$ cat src/rtl/if_fetch_unit_if.sv
// ----------------------------------------------------------------------------
// if_fetch_unit_if
// Purpose : bundles the two handshake buses of the instruction-fetch unit.
//           The first is the instruction-memory read channel
//           (req/addr -> ack/rdata). The second is the decoded-stream channel
//           toward the ID stage (valid/instr/pc <- ready).
// Signals : imem_req   fetch unit -> memory, read request (held until ack)
//           imem_addr  fetch unit -> memory, read address
//           imem_ack   memory -> fetch unit, read complete this cycle
//           imem_rdata memory -> fetch unit, instruction word
//           id_valid   fetch unit -> ID, buffer head valid
//           id_instr   fetch unit -> ID, head instruction
//           id_pc      fetch unit -> ID, PC of head instruction
//           id_ready   ID -> fetch unit, head accepted
// Modports: master = fetch-unit side, slave = memory / ID side.
// ----------------------------------------------------------------------------
interface if_fetch_unit_if;
   logic        imem_req;
   logic [31:0] imem_addr;
   logic        imem_ack;
   logic [31:0] imem_rdata;
   logic        id_valid;
   logic        id_ready;
   logic [31:0] id_instr;
   logic [31:0] id_pc;

   modport master (
      output imem_req, imem_addr,
      input  imem_ack, imem_rdata,
      output id_valid, id_instr, id_pc,
      input  id_ready
   );

   modport slave (
      input  imem_req, imem_addr,
      output imem_ack, imem_rdata,
      input  id_valid, id_instr, id_pc,
      output id_ready
   );
endinterface

$ cat src/rtl/if_fetch_unit.sv
// ----------------------------------------------------------------------------
// if_fetch_unit
// Purpose : instruction-fetch sequencer for the MUSA IF stage.
//           - Issues one outstanding read to instruction memory at pc_in.
//           - Advances the PC when a fetch completes.
//           - Buffers fetched words with their PC tag in a small circular FIFO
//             for the ID stage.
//           - On a branch/jump redirect, flushes the buffer and discards any
//             in-flight read.
// Ports   : clock          rising-edge system clock
//           reset          asynchronous, active-low reset
//           pc_in          current PC (fetch address)
//           pc_write       load pc_next into the PC at the next edge
//           pc_next        next PC value
//           redirect_valid branch/jump taken: flush and refetch
//           redirect_pc    redirect target
//           bus            memory read channel and ID stream (master side)
// ----------------------------------------------------------------------------
module if_fetch_unit #(
   parameter int DEPTH   = 2,
   parameter int PC_STEP = 4
) (
   input  logic               clock,
   input  logic               reset,
   input  logic [31:0]        pc_in,
   output logic               pc_write,
   output logic [31:0]        pc_next,
   input  logic               redirect_valid,
   input  logic [31:0]        redirect_pc,
   if_fetch_unit_if.master    bus
);

   localparam int PTR_W = (DEPTH > 1) ? $clog2(DEPTH) : 1;
   localparam int CNT_W = PTR_W + 1;

   typedef enum logic [1:0] {
      IDLE    = 2'd0,
      BUSY    = 2'd1,
      DISCARD = 2'd2
   } state_t;

   state_t             state, state_nxt;
   logic               req_q, req_nxt;
   logic [31:0]        addr_q, addr_nxt;
   logic [PTR_W-1:0]   head, tail;
   logic [CNT_W-1:0]   count;
   logic [31:0]        instr_mem [DEPTH];
   logic [31:0]        pc_mem    [DEPTH];
   logic               push;
   logic               pop;
   logic               not_empty;

   assign not_empty = (count != '0);
   assign pop       = not_empty && bus.id_ready;

   // Next-state logic for the fetch sequencer.
   // A new read is only launched when the buffer has room for its result.
   // That room check is what makes FIFO overflow impossible.
   // A redirect in BUSY without ack moves to DISCARD. The request stays up
   // so the memory handshake still completes, and its data is then dropped.
   always_comb begin
      state_nxt = state;
      req_nxt   = req_q;
      addr_nxt  = addr_q;
      push      = 1'b0;
      case (state)
         IDLE: begin
            if ((count < CNT_W'(DEPTH)) && !redirect_valid) begin
               req_nxt   = 1'b1;
               addr_nxt  = pc_in;
               state_nxt = BUSY;
            end
         end
         BUSY: begin
            if (bus.imem_ack) begin
               push      = !redirect_valid;
               req_nxt   = 1'b0;
               state_nxt = IDLE;
            end else if (redirect_valid) begin
               state_nxt = DISCARD;
            end
         end
         DISCARD: begin
            if (bus.imem_ack) begin
               req_nxt   = 1'b0;
               state_nxt = IDLE;
            end
         end
         default: begin
            req_nxt   = 1'b0;
            state_nxt = IDLE;
         end
      endcase
   end

   // PC update.
   // A redirect always wins over the sequential increment.
   // The whole pulse is suppressed while reset is held, because a redirect
   // input can be active during reset.
   always_comb begin
      pc_write = reset && (redirect_valid || push);
      pc_next  = redirect_valid ? redirect_pc : (addr_q + 32'(PC_STEP));
   end

   // Sequencer registers.
   // The request and address are registered so memory sees stable values for
   // the whole transaction.
   always_ff @(posedge clock or negedge reset) begin
      if (!reset) begin
         state  <= IDLE;
         req_q  <= 1'b0;
         addr_q <= 32'd0;
      end else begin
         state  <= state_nxt;
         req_q  <= req_nxt;
         addr_q <= addr_nxt;
      end
   end

   // FIFO bookkeeping.
   // A flush resets the pointers and the count, and it takes priority over
   // a push or pop in the same cycle.
   // Pointers wrap naturally because DEPTH is a power of two.
   always_ff @(posedge clock or negedge reset) begin
      if (!reset) begin
         head  <= '0;
         tail  <= '0;
         count <= '0;
      end else if (redirect_valid) begin
         head  <= '0;
         tail  <= '0;
         count <= '0;
      end else begin
         if (push) begin
            tail <= tail + 1'b1;
         end
         if (pop) begin
            head <= head + 1'b1;
         end
         case ({push, pop})
            2'b10:   count <= count + 1'b1;
            2'b01:   count <= count - 1'b1;
            default: count <= count;
         endcase
      end
   end

   // FIFO storage.
   // No reset is needed here, because the outputs are masked whenever the
   // buffer is empty.
   always_ff @(posedge clock) begin
      if (push) begin
         instr_mem[tail] <= bus.imem_rdata;
         pc_mem[tail]    <= addr_q;
      end
   end

   // Output drive.
   // The head entry is shown only while valid, so the outputs read zero
   // after reset and whenever the buffer is empty.
   always_comb begin
      bus.imem_req  = req_q;
      bus.imem_addr = addr_q;
      bus.id_valid  = not_empty;
      bus.id_instr  = not_empty ? instr_mem[head] : 32'd0;
      bus.id_pc     = not_empty ? pc_mem[head]    : 32'd0;
   end

endmodule

$ cat src/flat_wrapper.sv
// flat-port wrapper written by rule: the top's interface ports become plain ports
module if_fetch_unit_flat 
#(
   parameter int DEPTH   = 2,
   parameter int PC_STEP = 4
)
  (clock, reset, pc_in, pc_write, pc_next, redirect_valid, redirect_pc, bus_imem_req, bus_imem_addr, bus_imem_ack, bus_imem_rdata, bus_id_valid, bus_id_instr, bus_id_pc, bus_id_ready);
  if_fetch_unit_if bus_i ();
  input  logic clock;
  input  logic reset;
  input  logic [31:0] pc_in;
  output logic pc_write;
  output logic [31:0] pc_next;
  input  logic redirect_valid;
  input  logic [31:0] redirect_pc;
  output wire logic [$bits(bus_i.imem_req)-1:0] bus_imem_req;
  output wire logic [$bits(bus_i.imem_addr)-1:0] bus_imem_addr;
  input wire logic [$bits(bus_i.imem_ack)-1:0] bus_imem_ack;
  input wire logic [$bits(bus_i.imem_rdata)-1:0] bus_imem_rdata;
  output wire logic [$bits(bus_i.id_valid)-1:0] bus_id_valid;
  output wire logic [$bits(bus_i.id_instr)-1:0] bus_id_instr;
  output wire logic [$bits(bus_i.id_pc)-1:0] bus_id_pc;
  input wire logic [$bits(bus_i.id_ready)-1:0] bus_id_ready;
  assign bus_imem_req = bus_i.imem_req;
  assign bus_imem_addr = bus_i.imem_addr;
  assign bus_i.imem_ack = bus_imem_ack;
  assign bus_i.imem_rdata = bus_imem_rdata;
  assign bus_id_valid = bus_i.id_valid;
  assign bus_id_instr = bus_i.id_instr;
  assign bus_id_pc = bus_i.id_pc;
  assign bus_i.id_ready = bus_id_ready;
  if_fetch_unit #(.DEPTH(DEPTH), .PC_STEP(PC_STEP)) u_core (.clock(clock), .reset(reset), .pc_in(pc_in), .pc_write(pc_write), .pc_next(pc_next), .redirect_valid(redirect_valid), .redirect_pc(redirect_pc), .bus(bus_i));
endmodule
$ cat config.mk
export PLATFORM = sky130hd
export DESIGN_NAME = if_fetch_unit_flat
export DESIGN_NICKNAME = d
export VERILOG_FILES = /design/src/rtl/if_fetch_unit_if.sv /design/src/rtl/if_fetch_unit.sv /design/src/flat_wrapper.sv
export SDC_FILE = /design/constraint.sdc
export NUM_CORES = 1
export LEC_CHECK = 0
export CORE_ASPECT_RATIO = 0.6
export CORE_MARGIN = 4
export CORE_UTILIZATION = 52
export CTS_BUF_LIST = sky130_fd_sc_hd__clkbuf_8
export CTS_CLUSTER_DIAMETER = 200
export DETAILED_ROUTE_END_ITERATION = 10
export PLACE_DENSITY = 0.87
export SYNTH_ARGS = -nofsm -noshare
export SYNTH_HDL_FRONTEND = slang
export SYNTH_SLANG_ARGS = --single-unit
$ cat constraint.sdc
create_clock -name clock -period 11.2 [get_ports clock]
set_clock_uncertainty 0.1 [all_clocks]
set_input_delay 2.24 -clock clock [delete_from_list [all_inputs] [get_ports clock]]
set_output_delay 2.24 -clock clock [all_outputs]
set_load 0.01 [all_outputs]
* Yosys cells after proc, flatten, opt, wreduce, memory -nomap -nowiden
Memory sizes are Yosys's and may differ from the RTL's.
Index checks and enable logic that the tools add are counted.
** Storage, ports and cells
- Logic and storage cells :: 57
- Memories :: 2
- Bits in read-only memories :: 0
- Flip-flop bits (word level) :: 39
- Latch bits :: 0
- RAM bits :: 128
** Cells by class
- Reduce and logical (&&, ||, !) cells :: 14
- Shift operators :: 0
- Mux-type cells :: 21
- Order comparisons :: 1
- Bitwise operators :: 0
- Add/subtract/negate cells :: 5
- Multiply operators :: 0
- Div/mod/pow operators :: 0
- Equality and inequality tests :: 8
** Memories
- u_core.instr_mem :: depth 2, bits a word 32, read ports 1, clocked after Yosys merged registers in 0, write ports 1, RTL line if_fetch_unit.sv:47 : logic [31:0] instr_mem [DEPTH];
- u_core.pc_mem :: depth 2, bits a word 32, read ports 1, clocked after Yosys merged registers in 0, write ports 1, RTL line if_fetch_unit.sv:48 : logic [31:0] pc_mem [DEPTH];
** Operators by type and width (count)
- $mux W32 :: 3
- $add A32 B3 Y32 const B :: 1
- $mux W1 :: 10
- $mux W2 :: 5
- $pmux W2 S3 :: 1
- $reduce_bool A2 Y1 :: 3
- $eq A2 B1 Y1 const B :: 2
- $eq A2 B2 Y1 const B :: 2
- $ne A2 B1 Y1 const B :: 2
- $pmux W2 S2 :: 1
- $reduce_and A2 Y1 :: 2
- $logic_and A1 B1 Y1 :: 3
- $ne A3 B3 Y1 const B :: 1
- $reduce_and A3 Y1 :: 1
- $reduce_bool A3 Y1 :: 1
- $add A1 B1 Y1 const B :: 2
- $add A2 B1 Y2 const B :: 1
- $logic_not A2 Y1 :: 1
- $lt A2 B2 Y1 const B :: 1
- $ne A2 B2 Y1 const B :: 1
- $pmux W1 S2 :: 1
- $reduce_or A2 Y1 :: 1
- $sub A2 B1 Y2 const B :: 1
- $logic_not A1 Y1 :: 1
- $logic_or A1 B1 Y1 :: 1

* Longest topological paths before layout
- Depth in word-level cells :: 6
- Gate-level depth with buffers :: 7

* Least setup slack after synthesis
OpenSTA, ideal clock, no wires.
- Path type :: in2reg
- From :: input redirect_valid
- To :: memory u_core.instr_mem[0][0], enable pin
- Arrival :: 5.148 ns
- Stages :: 3
- Library setup time :: 0.487 ns
- Required time :: 10.613 ns
- Setup slack :: 5.465 ns
- Cell sequence :: nor2b_1 > nand2_1 > nor2_1
** On the way
- Longest elaborated chain between the ends :: 5
** RTL lines
- from (decl) :: RTL line flat_wrapper.sv:14 : input logic redirect_valid;
- $logic_not A1 Y1 :: RTL line if_fetch_unit.sv:76 : push = !redirect_valid;
- $mux W1 :: RTL line if_fetch_unit.sv:75 : if (bus.imem_ack) begin
- $mux W1 :: RTL line if_fetch_unit.sv:66 : case (state)
- $mux W1 :: RTL line if_fetch_unit.sv:152 : if (push) begin
- $mux W1 (not written as such) :: RTL line if_fetch_unit.sv:153 : instr_mem[tail] <= bus.imem_rdata;
- to (decl) :: RTL line if_fetch_unit.sv:47
No other way between the ends.

* Final worst setup path
- From :: input redirect_valid
- To :: output pc_next[29]
** On the way
- Longest elaborated chain between the ends :: 1
** RTL lines
- $mux W32 :: RTL line if_fetch_unit.sv:102 : pc_next = redirect_valid ? redirect_pc : (addr_q + 32'(PC_STEP));
- to (decl) :: RTL line flat_wrapper.sv:13 : output logic [31:0] pc_next;
No other way between the ends.

==> results.ini <==
[critical_path]
worstSetupStartpointType = input pin
endpoint_kind = output pin
crit_fanout = 47
required_ps = 8860
worstRegToRegCells = 6
arrival_ps = 4650
path_class = in2out

[sta]
maxSlewViolCount = 0
fin_tns_setup_ps = 0
min_period_ps = 6990
rsz0062_at_grt = no
worst-slew-pin-transition_ps = 1170
fmax_mhz = 143
finalHoldViolations = 0
fin_crit_sh = 0.624
slew_headroom = 0.217
setup_viol = 0

[clock_tree]
insertion_delay_ps = 450
cts_hold_buf = 0
cts_resized = 0
cts-buffers-inserted = 17
cts_setup_buffers = 0
htreeDepth = 4
clock_path_buffers = 2
cts_tree = done
cts_sinks = 167
cts_root_buffer = clkbuf_8
path_clk_slew_ps = 100

[yosys]
synth_area_um2 = 7330
synth_warnings = 0
synth_top_area_share = 0.525
synth_ff_type = edfxtp_1
synth_cell_types = 40
syn_inst = 546
synth_seq_cells = 167
synth_top_area_cell = edfxtp_1
ys_top_cells_by_area = edfxtp_1 (52%), dfrtp_1 (13%), mux2i_1 (9.0%), mux2_2 (4.9%), nor2_1 (4.2%)
syn_nets = 652
async_flop_share = 0.234
seq_area_frac_synth = 0.658
avgSynthCellArea_um2 = 13.4
synth_edf_count = 128

[job]
maxCapViolations = 0

[global_route]
antenna_found_initial = 0
grt-ovfl-total = 0
use_met2 = 0.382
gr-usage-met3 = 0.0702
track_usage = 0.238
grt_pass1_vias = 5506
use_met1 = 0.318
grt_busiest_layer = met2
grt_pass1_wl_um = 29600
grt_max_degree = 66

[layout]
final_area_um2 = 10200
area_growth_pct = 39.4
final_common_cell = clkdlybuf4s50_1
nets = 875
antenna_cells = 0
final_cell_mix = clkdlybuf4s50_1 (229), edfxtp_1 (128), nor2_1 (80)
layout-drive-gt1-share = 0.0985
num-fill-cells = 915
seqCellArea_um2 = 4820
multiInputGateArea_um2 = 2380

[place]
hpwl_um = 13000
gp_congestion = 0.822
io_buffers = 231
postPlaceCellArea_um2 = 9800

[route]
via_per_inst = 5.54
drtPass1Iterations = 5
drtIter0Drc = 396
num_vias = 5398
ant_nets = 0
postRouteWirelength_um = 19100
drc = 0
routedWlPerCell_um = 19.6

[power]
ir_drop_mv = 0.144
power.density_nw_per_um2 = 209
leakage_nw = 3.43
p_total_w = 0.00214

[floorplan]
io_pins = 232
rows = 33
chipHeight_um = 99.9
core_um2 = 13700
die_w_um = 161
design.die.area_um2 = 16100
initial_utilization = 0.534

[outcome]
outcome = completed

[min_path]
min_delay_path_depth = 1
hold_path.class = reg2reg

==> per-layer routing <==
metal,vias to the layer above,routed length (µm)
met5,-,0
met4,0,371
met3,40,1480
met2,240,9020
met1,2631,8200
li1,2487,-
==> state kept, by name, summed over array words and instances, names as in the netlist <==
register and flops:
u_core.bus.imem_addr 32, u_core.pc_mem 64, u_core.head 1, u_core.state 2, u_core.bus.imem_req 1, u_core.count 2, u_core.tail 1, u_core.instr_mem 64
==> report_power, final <==
group          switching [W]  internal, W
clock network       0.000256     0.000172
registers           0.000180     0.000815
logic               0.000312     0.000402
==> cell families after synthesis <==
| family | after synthesis | share of synthesized area |
|---|---|---|
| compound gates | 52 | 0.0432 |
| xor+xnor | 18 | 0.0215 |
| fa+ha+maj | 5 | 0.00854 |
| buf+inv | 38 | 0.0200 |
| flops | 167 | 0.658 |
| mux | 98 | 0.139 |
| simple gates | 168 | 0.109 |
==> synth_stat cells, drive strengths merged, types with 3 or more instances <==
cell type,number
inv,7
ha,5
nor2,82
nor4,5
and3,3
o31ai,10
or4,12
edfxtp,128
xor2,8
buf,9
nand3,10
dfrtp,39
o21ai,24
and4,4
nand4,9
clkbuf,21
a31oi,12
nand2,32
mux2,32
xnor2,10
mux2i,66
==> through the flow <==
| step | setup WS (ps) | hold slack (ps) | utilization | std cells |
|---|---|---|---|---|
| after floorplan | 5460 | 409 | - | 546 |
| after global placement | 4430 | 413 | 0.715 | 942 |
| after detailed placement | 4230 | 404 | 0.715 | 942 |
| after CTS | 4240 | 439 | 0.745 | 974 |
| after global routing | 3980 | 470 | 0.745 | 974 |
| final | 4210 | 447 | 0.745 | 974 |
==> layout make-up <==
| class | instances | share of cell area |
|---|---|---|
| multi-input cells | 341 | 0.233 |
| flip-flops and latches | 167 | 0.472 |
| inverters | 8 | 0.00294 |
| clock buffers | 17 | 0.0229 |
| repair buffers | 234 | 0.228 |
| clock inverters | 15 | 0.0174 |
| well taps | 192 | 0.0235 |
==> worst paths after layout <==
check                                                       endpoint                       startpoint  slack (ps)
worst max-delay path                                     pc_next[29]                   redirect_valid        4210
worst min-delay path                 u_core.bus.imem_req$_DFFE_PN0P_  u_core.bus.imem_req$_DFFE_PN0P_         450
worst max register to register     u_core.instr_mem[0][29]$_DFFE_PP_      u_core.state[1]$_DFFE_PN0P_        8320
worst min register to register       u_core.bus.imem_req$_DFFE_PN0P_  u_core.bus.imem_req$_DFFE_PN0P_         450
max in group asynchronous                    u_core.head$_DFFE_PN0P_                            reset        8460
min in group asynchronous       u_core.bus.imem_addr[25]$_DFFE_PN0P_                            reset        1830
==> worst max-delay path: stages <==
cell             delay, ps
buf_2                  590
clkinv_1               800
a31oi_1                390
clkdlybuf4s50_1        610
(Power assumes the default switching activity.)
